$ cat src/rtl/fifo_pkg.sv
// Shared definitions for the FIFO read-side stream adapter.
//   SKID_DEPTH  : entries in the skid buffer behind the FIFO read port
//   SKID_PTR_W  : width of skid buffer read/write pointers
//   OCC_W       : width of the skid buffer occupancy count
//   BEAT_CNT_W  : width of the optional handshake counter
//   ptr_inc()   : pointer increment wrapping SKID_DEPTH-1 -> 0
package fifo_pkg;

    localparam int unsigned SKID_DEPTH = 3;
    localparam int unsigned SKID_PTR_W = 2;
    localparam int unsigned OCC_W      = 2;
    localparam int unsigned BEAT_CNT_W = 32;

    function automatic logic [SKID_PTR_W-1:0] ptr_inc(input logic [SKID_PTR_W-1:0] ptr);
        return (ptr == SKID_PTR_W'(SKID_DEPTH - 1)) ? '0 : ptr + 1'b1;
    endfunction

endpackage

$ cat src/rtl/fifo_skid_buf.sv
// Three-entry circular register buffer.
// Ports:
//   clk, rst   : clock, synchronous active-high reset
//   push       : write push_data into the tail entry
//   push_data  : data to store
//   pop        : discard the head entry (caller guarantees occ != 0)
//   head       : head entry, straight from the storage registers
//   occ        : number of stored entries, 0..3
module fifo_skid_buf
    import fifo_pkg::*;
#(
    parameter int unsigned DATA_WIDTH = 8
) (
    input  logic                  clk,
    input  logic                  rst,
    input  logic                  push,
    input  logic [DATA_WIDTH-1:0] push_data,
    input  logic                  pop,
    output logic [DATA_WIDTH-1:0] head,
    output logic [OCC_W-1:0]      occ
);

    logic [DATA_WIDTH-1:0] mem_q [SKID_DEPTH];
    logic [DATA_WIDTH-1:0] mem_d [SKID_DEPTH];
    logic [SKID_PTR_W-1:0] wr_ptr_q, wr_ptr_d;
    logic [SKID_PTR_W-1:0] rd_ptr_q, rd_ptr_d;
    logic [OCC_W-1:0]      occ_q, occ_d;

    always_comb begin
        mem_d    = mem_q;
        wr_ptr_d = wr_ptr_q;
        rd_ptr_d = rd_ptr_q;
        occ_d    = occ_q;
        if (push) begin
            mem_d[wr_ptr_q] = push_data;
            wr_ptr_d        = ptr_inc(wr_ptr_q);
        end
        if (pop) begin
            rd_ptr_d = ptr_inc(rd_ptr_q);
        end
        if (push && !pop) begin
            occ_d = occ_q + 1'b1;
        end else if (pop && !push) begin
            occ_d = occ_q - 1'b1;
        end
    end

    always_ff @(posedge clk) begin
        if (rst) begin
            for (int unsigned i = 0; i < SKID_DEPTH; i++) begin
                mem_q[i] <= '0;
            end
            wr_ptr_q <= '0;
            rd_ptr_q <= '0;
            occ_q    <= '0;
        end else begin
            mem_q    <= mem_d;
            wr_ptr_q <= wr_ptr_d;
            rd_ptr_q <= rd_ptr_d;
            occ_q    <= occ_d;
        end
    end

    assign head = mem_q[rd_ptr_q];
    assign occ  = occ_q;

endmodule

$ cat src/rtl/fifo_stream_out.sv
// Read-side adapter for the synchronous FIFO: issues fifo_rd_en, captures the
// registered FIFO output one cycle later into a 3-entry skid buffer, and presents
// the buffer head as a valid/ready stream at full throughput without data loss.
// Ports:
//   clk, rst    : clock, synchronous active-high reset (shared with the FIFO)
//   fifo_empty  : FIFO empty flag
//   fifo_data   : FIFO data_out, valid the cycle after a granted read
//   fifo_rd_en  : FIFO read enable (combinational, independent of m_ready)
//   m_valid     : stream valid
//   m_ready     : stream ready
//   m_data      : stream data
//   beat_cnt    : handshake counter, only with FIFO_STREAM_OUT_STATS_EN defined
// Build option: define FIFO_STREAM_OUT_STATS_EN to add beat_cnt.
module fifo_stream_out
    import fifo_pkg::*;
#(
    parameter int unsigned DATA_WIDTH = 8
) (
    input  logic                  clk,
    input  logic                  rst,
    input  logic                  fifo_empty,
    input  logic [DATA_WIDTH-1:0] fifo_data,
    output logic                  fifo_rd_en,
    output logic                  m_valid,
    input  logic                  m_ready,
    output logic [DATA_WIDTH-1:0] m_data
`ifdef FIFO_STREAM_OUT_STATS_EN
    ,
    output logic [BEAT_CNT_W-1:0] beat_cnt
`endif
);

    logic             inflight_q, inflight_d;
    logic [OCC_W-1:0] occ;
    logic [OCC_W:0]   credit_used;
    logic             pop;

    // A read is only issued when a slot is reserved for it: stored words plus the
    // word already on its way must leave room, so a push never finds the buffer full.
    always_comb begin
        credit_used = {1'b0, occ} + {{OCC_W{1'b0}}, inflight_q};
        fifo_rd_en  = !rst && !fifo_empty && (credit_used < (OCC_W + 1)'(SKID_DEPTH));
        inflight_d  = fifo_rd_en;
        m_valid     = (occ != '0);
        pop         = m_valid && m_ready;
    end

    always_ff @(posedge clk) begin
        if (rst) begin
            inflight_q <= 1'b0;
        end else begin
            inflight_q <= inflight_d;
        end
    end

    fifo_skid_buf #(
        .DATA_WIDTH (DATA_WIDTH)
    ) u_skid (
        .clk        (clk),
        .rst        (rst),
        .push       (inflight_q),
        .push_data  (fifo_data),
        .pop        (pop),
        .head       (m_data),
        .occ        (occ)
    );

`ifdef FIFO_STREAM_OUT_STATS_EN
    logic [BEAT_CNT_W-1:0] beat_cnt_q, beat_cnt_d;

    always_comb begin
        beat_cnt_d = beat_cnt_q;
        if (pop) begin
            beat_cnt_d = beat_cnt_q + 1'b1;
        end
    end

    always_ff @(posedge clk) begin
        if (rst) begin
            beat_cnt_q <= '0;
        end else begin
            beat_cnt_q <= beat_cnt_d;
        end
    end

    assign beat_cnt = beat_cnt_q;
`endif

endmodule
$ cat config.mk
export PLATFORM = sky130hd
export DESIGN_NAME = fifo_stream_out
export DESIGN_NICKNAME = d
export VERILOG_FILES = /design/src/rtl/fifo_pkg.sv /design/src/rtl/fifo_skid_buf.sv /design/src/rtl/fifo_stream_out.sv
export SDC_FILE = /design/constraint.sdc
export NUM_CORES = 1
export LEC_CHECK = 0
export CAP_MARGIN = 20
export CORE_UTILIZATION = 51
export CTS_BUF_LIST = sky130_fd_sc_hd__clkbuf_16
export CTS_CLUSTER_SIZE = 25
export DETAILED_ROUTE_END_ITERATION = 8
export PLACE_DENSITY = 0.77
export SLEW_MARGIN = 20
export SYNTH_ARGS = -nofsm -noshare
export SYNTH_HDL_FRONTEND = slang
export SYNTH_SLANG_ARGS = --single-unit
$ cat constraint.sdc
create_clock -name clk -period 1.8 [get_ports clk]
set_clock_uncertainty 0.05 [all_clocks]
set_input_delay 0.45 -clock clk [delete_from_list [all_inputs] [get_ports clk]]
set_output_delay 0.45 -clock clk [all_outputs]
set_load 0.02 [all_outputs]
# ---- Word-level counts from Yosys, hierarchy flattened
# Index checks and enable logic that the tools add are counted.
dict set report totals {
  reg_bits 31
  input_bits 12
  output_inout_bits 10
  wordCells 42
}
dict set report classes {
  add_sub_neg 5
  n_lt_le_gt_ge 4
  eq_ne 2
  n_mux 10
  bitwise 2
  n_reduce_logical 12
}
# operator count
set op_table {}
lappend op_table {{bitwise mux 24 bit} 1}
lappend op_table {{2-to-1 mux 8 bit} 3}
lappend op_table {{binary-select mux 8 bit (select 2 bit)} 1}
lappend op_table {{demux 8 bit (select 2 bit)} 1}
lappend op_table {{2-to-1 mux 2 bit} 4}
lappend op_table {{adder 2 x 1 -> 2 bit, second input constant} 3}
lappend op_table {{greater-or-equal comparator 3 bit, second input constant} 2}
lappend op_table {{logical AND 1 bit} 6}
lappend op_table {{NOT 2 -> 3 bit} 2}
lappend op_table {{== test 2 bit, second input constant} 2}
lappend op_table {{logical NOT 1 bit} 4}
lappend op_table {{nonzero test 2 bit} 2}
lappend op_table {{adder 2 x 1 -> 3 bit} 1}
lappend op_table {{< comparator 3 x 1 -> 1 bit, second input constant} 1}
lappend op_table {{< comparator 3 x 2 -> 1 bit, second input constant} 1}
lappend op_table {{subtractor 2 x 1 -> 2 bit, second input constant} 1}

# ---- Depth between registers and ports, before layout
dict set report logic_depth {
  ltp_word 6
  depth_mapped 5
  depth_no_buf 5
}

# ---- Cells and area by module
# From an unflattened synthesis, not the netlist that was laid out.
dict set report hier_totals {
  hier_cells 140
  hier_area_um2 1358.8
}
# mod n_inst cells_per_inst area_each_um2 seq_area_each_um2
set modules_own_cells {}
lappend modules_own_cells {fifo_skid_buf 1 133 1275.0 600.6}
lappend modules_own_cells {fifo_stream_out 1 7 83.8 20.0}

# ---- Worst setup path after synthesis
# OpenSTA, ideal clock, no wires.
dict set report synth_path {
  kind {reg2out}
  from {register u_skid.occ_q[0], in the netlist u_skid.occ[0]}
  to {output port fifo_rd_en}
  arrival_time_ns 1.952
  required_time_ns 1.300
  setup_slack_ns -0.652
  stages_incl_launch_ff 4
  n_path_buf 0
  cell_sequence {dfxtp_1 -> ha_1 -> ha_1 -> a2111oi_0}
}
dict set report synth_via {
  elab_chain_cells 3
}
# element line
set synth_lines {}
lappend synth_lines {{from (decl)} fifo_skid_buf.sv:27} ;# logic [OCC_W-1:0] occ_q, occ_d;
lappend synth_lines {{from (signal assigned)} fifo_skid_buf.sv:55} ;# occ_q <= '0;
lappend synth_lines {{from (signal assigned)} fifo_skid_buf.sv:60} ;# occ_q <= occ_d;
lappend synth_lines {{adder 2 x 1 -> 3 bit} fifo_stream_out.sv:41} ;# credit_used = {1'b0, occ} + {{OCC_W{1'b0}}, inflight_q};
lappend synth_lines {{< comparator 3 x 2 -> 1 bit} fifo_stream_out.sv:42} ;# fifo_rd_en = !rst && !fifo_empty && (credit_used < (OCC_W + 1)'(SKID_DEPTH));
lappend synth_lines {{logical AND 1 bit} fifo_stream_out.sv:42}
lappend synth_lines {{to (decl)} fifo_stream_out.sv:23} ;# output logic fifo_rd_en,
# Every way passes these cells.

# ---- Final worst setup path
# Same ends and word-level chain as after synthesis.

==> results.txt <==
----------------------------------------------------
[Outcome]
  Run status ... finished, violations left
  Violations in the final reports ... negative setup slack

[Synthesis]
  Register bit count reported by yosys ... 31
  Netlist area before placement ... 1353 um^2
  Post-synth top flop ... sky130_fd_sc_hd__dfxtp_1
  Dominant cells by area after synthesis ... sky130_fd_sc_hd__dfxtp_1 46%, sky130_fd_sc_hd__mux2i_1 24%, sky130_fd_sc_hd__nor2_1 7.5%, sky130_fd_sc_hd__ha_1 2.8%, sky130_fd_sc_hd__nand2_1 2.8%
  Synth unique cells ... 21
  Cell taking the most area after synthesis ... sky130_fd_sc_hd__dfxtp_1
  Post-synth top area share ... 45.88%
  Post-synth top cells ... 33 x sky130_fd_sc_hd__mux2i_1, 31 x sky130_fd_sc_hd__dfxtp_1, 27 x sky130_fd_sc_hd__nor2_1, 10 x sky130_fd_sc_hd__nand2_1, 5 x sky130_fd_sc_hd__o21ai_1
  Mean Syn Cell Area ... 9.731 um^2
  YS warnings ... 0
  Most instantiated library cell after synthesis ... sky130_fd_sc_hd__mux2i_1
  Ys async rst share ... 0%
  Count of flip-flops with a built-in enable after synthesis ... 0
  Sequential share of the synthesized area ... 45.88%
  Post-Syn Instances ... 139
  Net count of the mapped netlist ... 154

[Placement]
  Buffers added on ports ... 21
  Routability congestion estimate ... 0.6628
  Post-Place Cells ... 197
  Area after detailed placement ... 1683 um^2
  Placed wire-length estimate ... 2087 um

[Timing]
  Hold violation total from the final report ... 0
  Post-layout min period ... 1.973 ns
  Fin worst setup slack ... -0.1729 ns
  Setup repair after global routing missed its margin ... yes
  Tightest slew margin relative to the limit ... 71.52%
  Number of pins exceeding their max-slew limit in the final report ... 0
  Measured slew at the worst slew-check pin ... 0.4165 ns
  Number of failing setup endpoints in the final timing report ... 1
  Final Cycle Share ... 109.6%
  Fmax ... 506.9 MHz

[Clock network]
  Clock Tree Root ... sky130_fd_sc_hd__clkbuf_16
  Cts-stage hold buffer count ... 0
  Reg clk slew, reported paths ... 0.05 ns
  Maximum clock insertion buffer count ... 2
  Worst-Skew Late Latency ... 0.27 ns
  CTS tree ... built
  Number of H-tree levels ... 2
  Number of sinks on the clock net ... 31
  CTS Buf Count ... 5

[Worst setup path]
  Worst Setup Start Kind ... flop
  Critical R2R Capture ... u_skid.occ[1]
  Worst flop-to-flop path startpoint ... u_skid.occ[0]
  CP endpoint kind ... output port
  Origin of the worst setup path ... u_skid.occ[0]
  Buf+Inv Stages, Crit Path ... 1
  Path depth of the worst reg2reg path ... 5
  Worst Setup Path Type ... flop to output port
  Cell family with the largest share of critical-path delay ... adder cells
  Cell-by-cell listing of the critical path ... ha_4 -> ha_4 -> a2111oi_4 -> buf_4
  Crit-path max FO ... 2
  WP data arrival ... 1.47 ns
  Most frequent cell on the critical path ... sky130_fd_sc_hd__ha_4
  Critical path data required time ... 1.30 ns
  Critical-path cell with the highest stage delay ... sky130_fd_sc_hd__dfxtp_2
  Delay of the slowest cell on the worst path ... 0.34 ns
  Capture point of the critical path ... fifo_rd_en
  Crit. path cell count ... 4
  R2R setup slack ... 0.20 ns

[Floorplanning]
  Count of standard-cell rows ... 18
  Die width ... 53.50 um
  Die height ... 53.50 um
  Core Footprint ... 2500 um^2
  # IOs ... 22
  Die outline area ... 2862 um^2
  Initial core utilization ... 54.10%

[Global routing]
  Initial antenna violation count ... 0
  GR Util All Layers ... 25.88%
  Number of global-route vias before repair ... 1083
  Wire length of the first global-routing pass ... 5002 um
  Largest net degree at the start of global routing ... 32
  Residual overflow from global routing ... 0

[Power and ir drop]
  Maximum vdd drop ... 1.230 mV
  Portion of total power attributed to sequential cells ... 33.6%
  Combinational fraction of design power ... 27.6%
  Net switching fraction of the power ... 28.51%
  Net Sw Power ... 682.6 uW
  Clock network power share ... 38.8%
  Internal power ... 1.712 mW
  Leak ... 0.8459 nW
  Power density relative to cell area ... 1304 nW/um^2

[Job]
  Number of maximum-capacitance constraint violations ... 0

[Route]
  Remaining design rule violation count ... 0
  Average detailed-routed wire length per instance ... 16.03 um
  Initial DRT Pass Iterations ... 4
  Count of vias placed by the detailed router ... 1118
  Via count normalized by instance count ... 5.454
  ANT nets after route ... 0
  Routed Wire Length ... 3286 um
  Drt first-iter violations ... 10

[Worst hold path]
  Worst hold path class ... flop to flop
  Worst hold path stage count ... 2

[Cells and area]
  Post-route cell area ... 1837 um^2
  Antenna diode count ... 0
  Ratio of cells with drive above 1 in the final layout ... 24.00%
  Synthesis-to-layout area growth ... 35.80%
  Final non-filler cell total ... 205
  Number of nets in the finished design ... 189
  Fillers ... 192

----------------------------------------------------
-- worst reg2reg max path, delay by kind of cell, from the launching register on --
kind            cells  cell delay [ns]
compound gates      2             0.31
simple gates        1             0.38
flops               1             0.34
buf+inv             1             0.16
fa+ha+maj           1             0.29
-- metrics by stage --
step	setup TNS [ns]	hold WS (ns)	setup slack, ns	power [mW]	util [%]
2_1_floorplan	0	0.4096	0.02533	1.166	-
3_3_place_gp	-1.267	0.4226	-0.5237	1.416	67.32
3_5_place_dp	-1.345	0.4326	-0.5452	1.441	67.32
4_1_cts	-0.1647	0.4448	-0.1647	2.386	73.42
5_1_grt	-0.2164	0.4767	-0.2150	2.486	73.47
6_report	-0.1729	0.4398	-0.1729	2.395	73.47
-- per-layer routing --
| metal | vias up | track usage (%) | part of all wire, % |
|---|---|---|---|
| met5 | - | 0 | 0 |
| met4 | 0 | 9.211 | 1.1 |
| met3 | 6 | 8.621 | 3.5 |
| met2 | 29 | 47.92 | 52 |
| met1 | 535 | 26.69 | 43 |
| li1 | 548 | - | - |
-- how the worst min path moves through the flow --
stage | start | endpoint | slack (ns)
final | u_skid.mem_q[17] | u_skid.mem_q[17] | 0.44
after global placement | u_skid.mem_q[18] | u_skid.mem_q[18] | 0.42
after floorplan | u_skid.mem_q[16] | u_skid.mem_q[16] | 0.41
after detailed placement | u_skid.mem_q[17] | u_skid.mem_q[17] | 0.43
after CTS | u_skid.mem_q[17] | u_skid.mem_q[17] | 0.44
after global routing | u_skid.mem_q[23] | u_skid.mem_q[23] | 0.48
-- what timing repair did --
item,in CTS,in global routing
buffers inserted,0,0
gates cloned,0,0
endpoints found under the setup margin,10,7
resized for setup,45,4
-- registers in the layout, indices dropped and copies added, names as in the netlist --
signal and count:
u_skid.mem_q 24, inflight_q 1, u_skid.occ 2, u_skid.wr_ptr_q 2, u_skid.rd_ptr_q 2
-- power groups by stage --
| stage | Sequential (mW) | Clock (mW) | Combinational [mW] |
|---|---|---|---|
| floorplan | 0.809 | 0 | 0.357 |
| global placement | 0.792 | 0 | 0.624 |
| detailed placement | 0.797 | 0 | 0.643 |
| CTS | 0.803 | 0.935 | 0.649 |
| global route | 0.809 | 0.967 | 0.710 |
| finish | 0.803 | 0.930 | 0.661 |
-- kinds of logic after synthesis --
kind of cell / share of synthesized area (%)
AND/OR/NAND/NOR: 14.15
flip-flops: 45.88
multiplexers: 24.42
buffers and inverters: 4.440
XOR/XNOR: 1.295
AO/OA/AOI/OAI: 7.030
adder cells (fa/ha/maj): 2.776
-- cell type report --
class | instances | area, um^2 | area share [%]
multi-input cells | 98 | 718.2 | 39.10
clock buffers | 5 | 125.1 | 6.812
repair buffers | 37 | 286.5 | 15.60
flip-flops and latches | 31 | 626.9 | 34.13
well taps | 30 | 37.54 | 2.044
inverters | 1 | 3.754 | 0.2044
clock inverters | 3 | 38.79 | 2.112
-- placed cells by master (no fill, tap or decap), drive strengths merged, types with 3 or more instances in the layout --
master,Yosys,final
dfxtp,31,31
clkdlybuf4s50,0,11
a21oi,4,4
buf,5,25
clkbuf,4,6
nor2,27,27
nand2,10,10
ha,3,3
mux2i,33,33
o22ai,3,3
o21ai,7,7
Power figures use the tool's default switching activity.
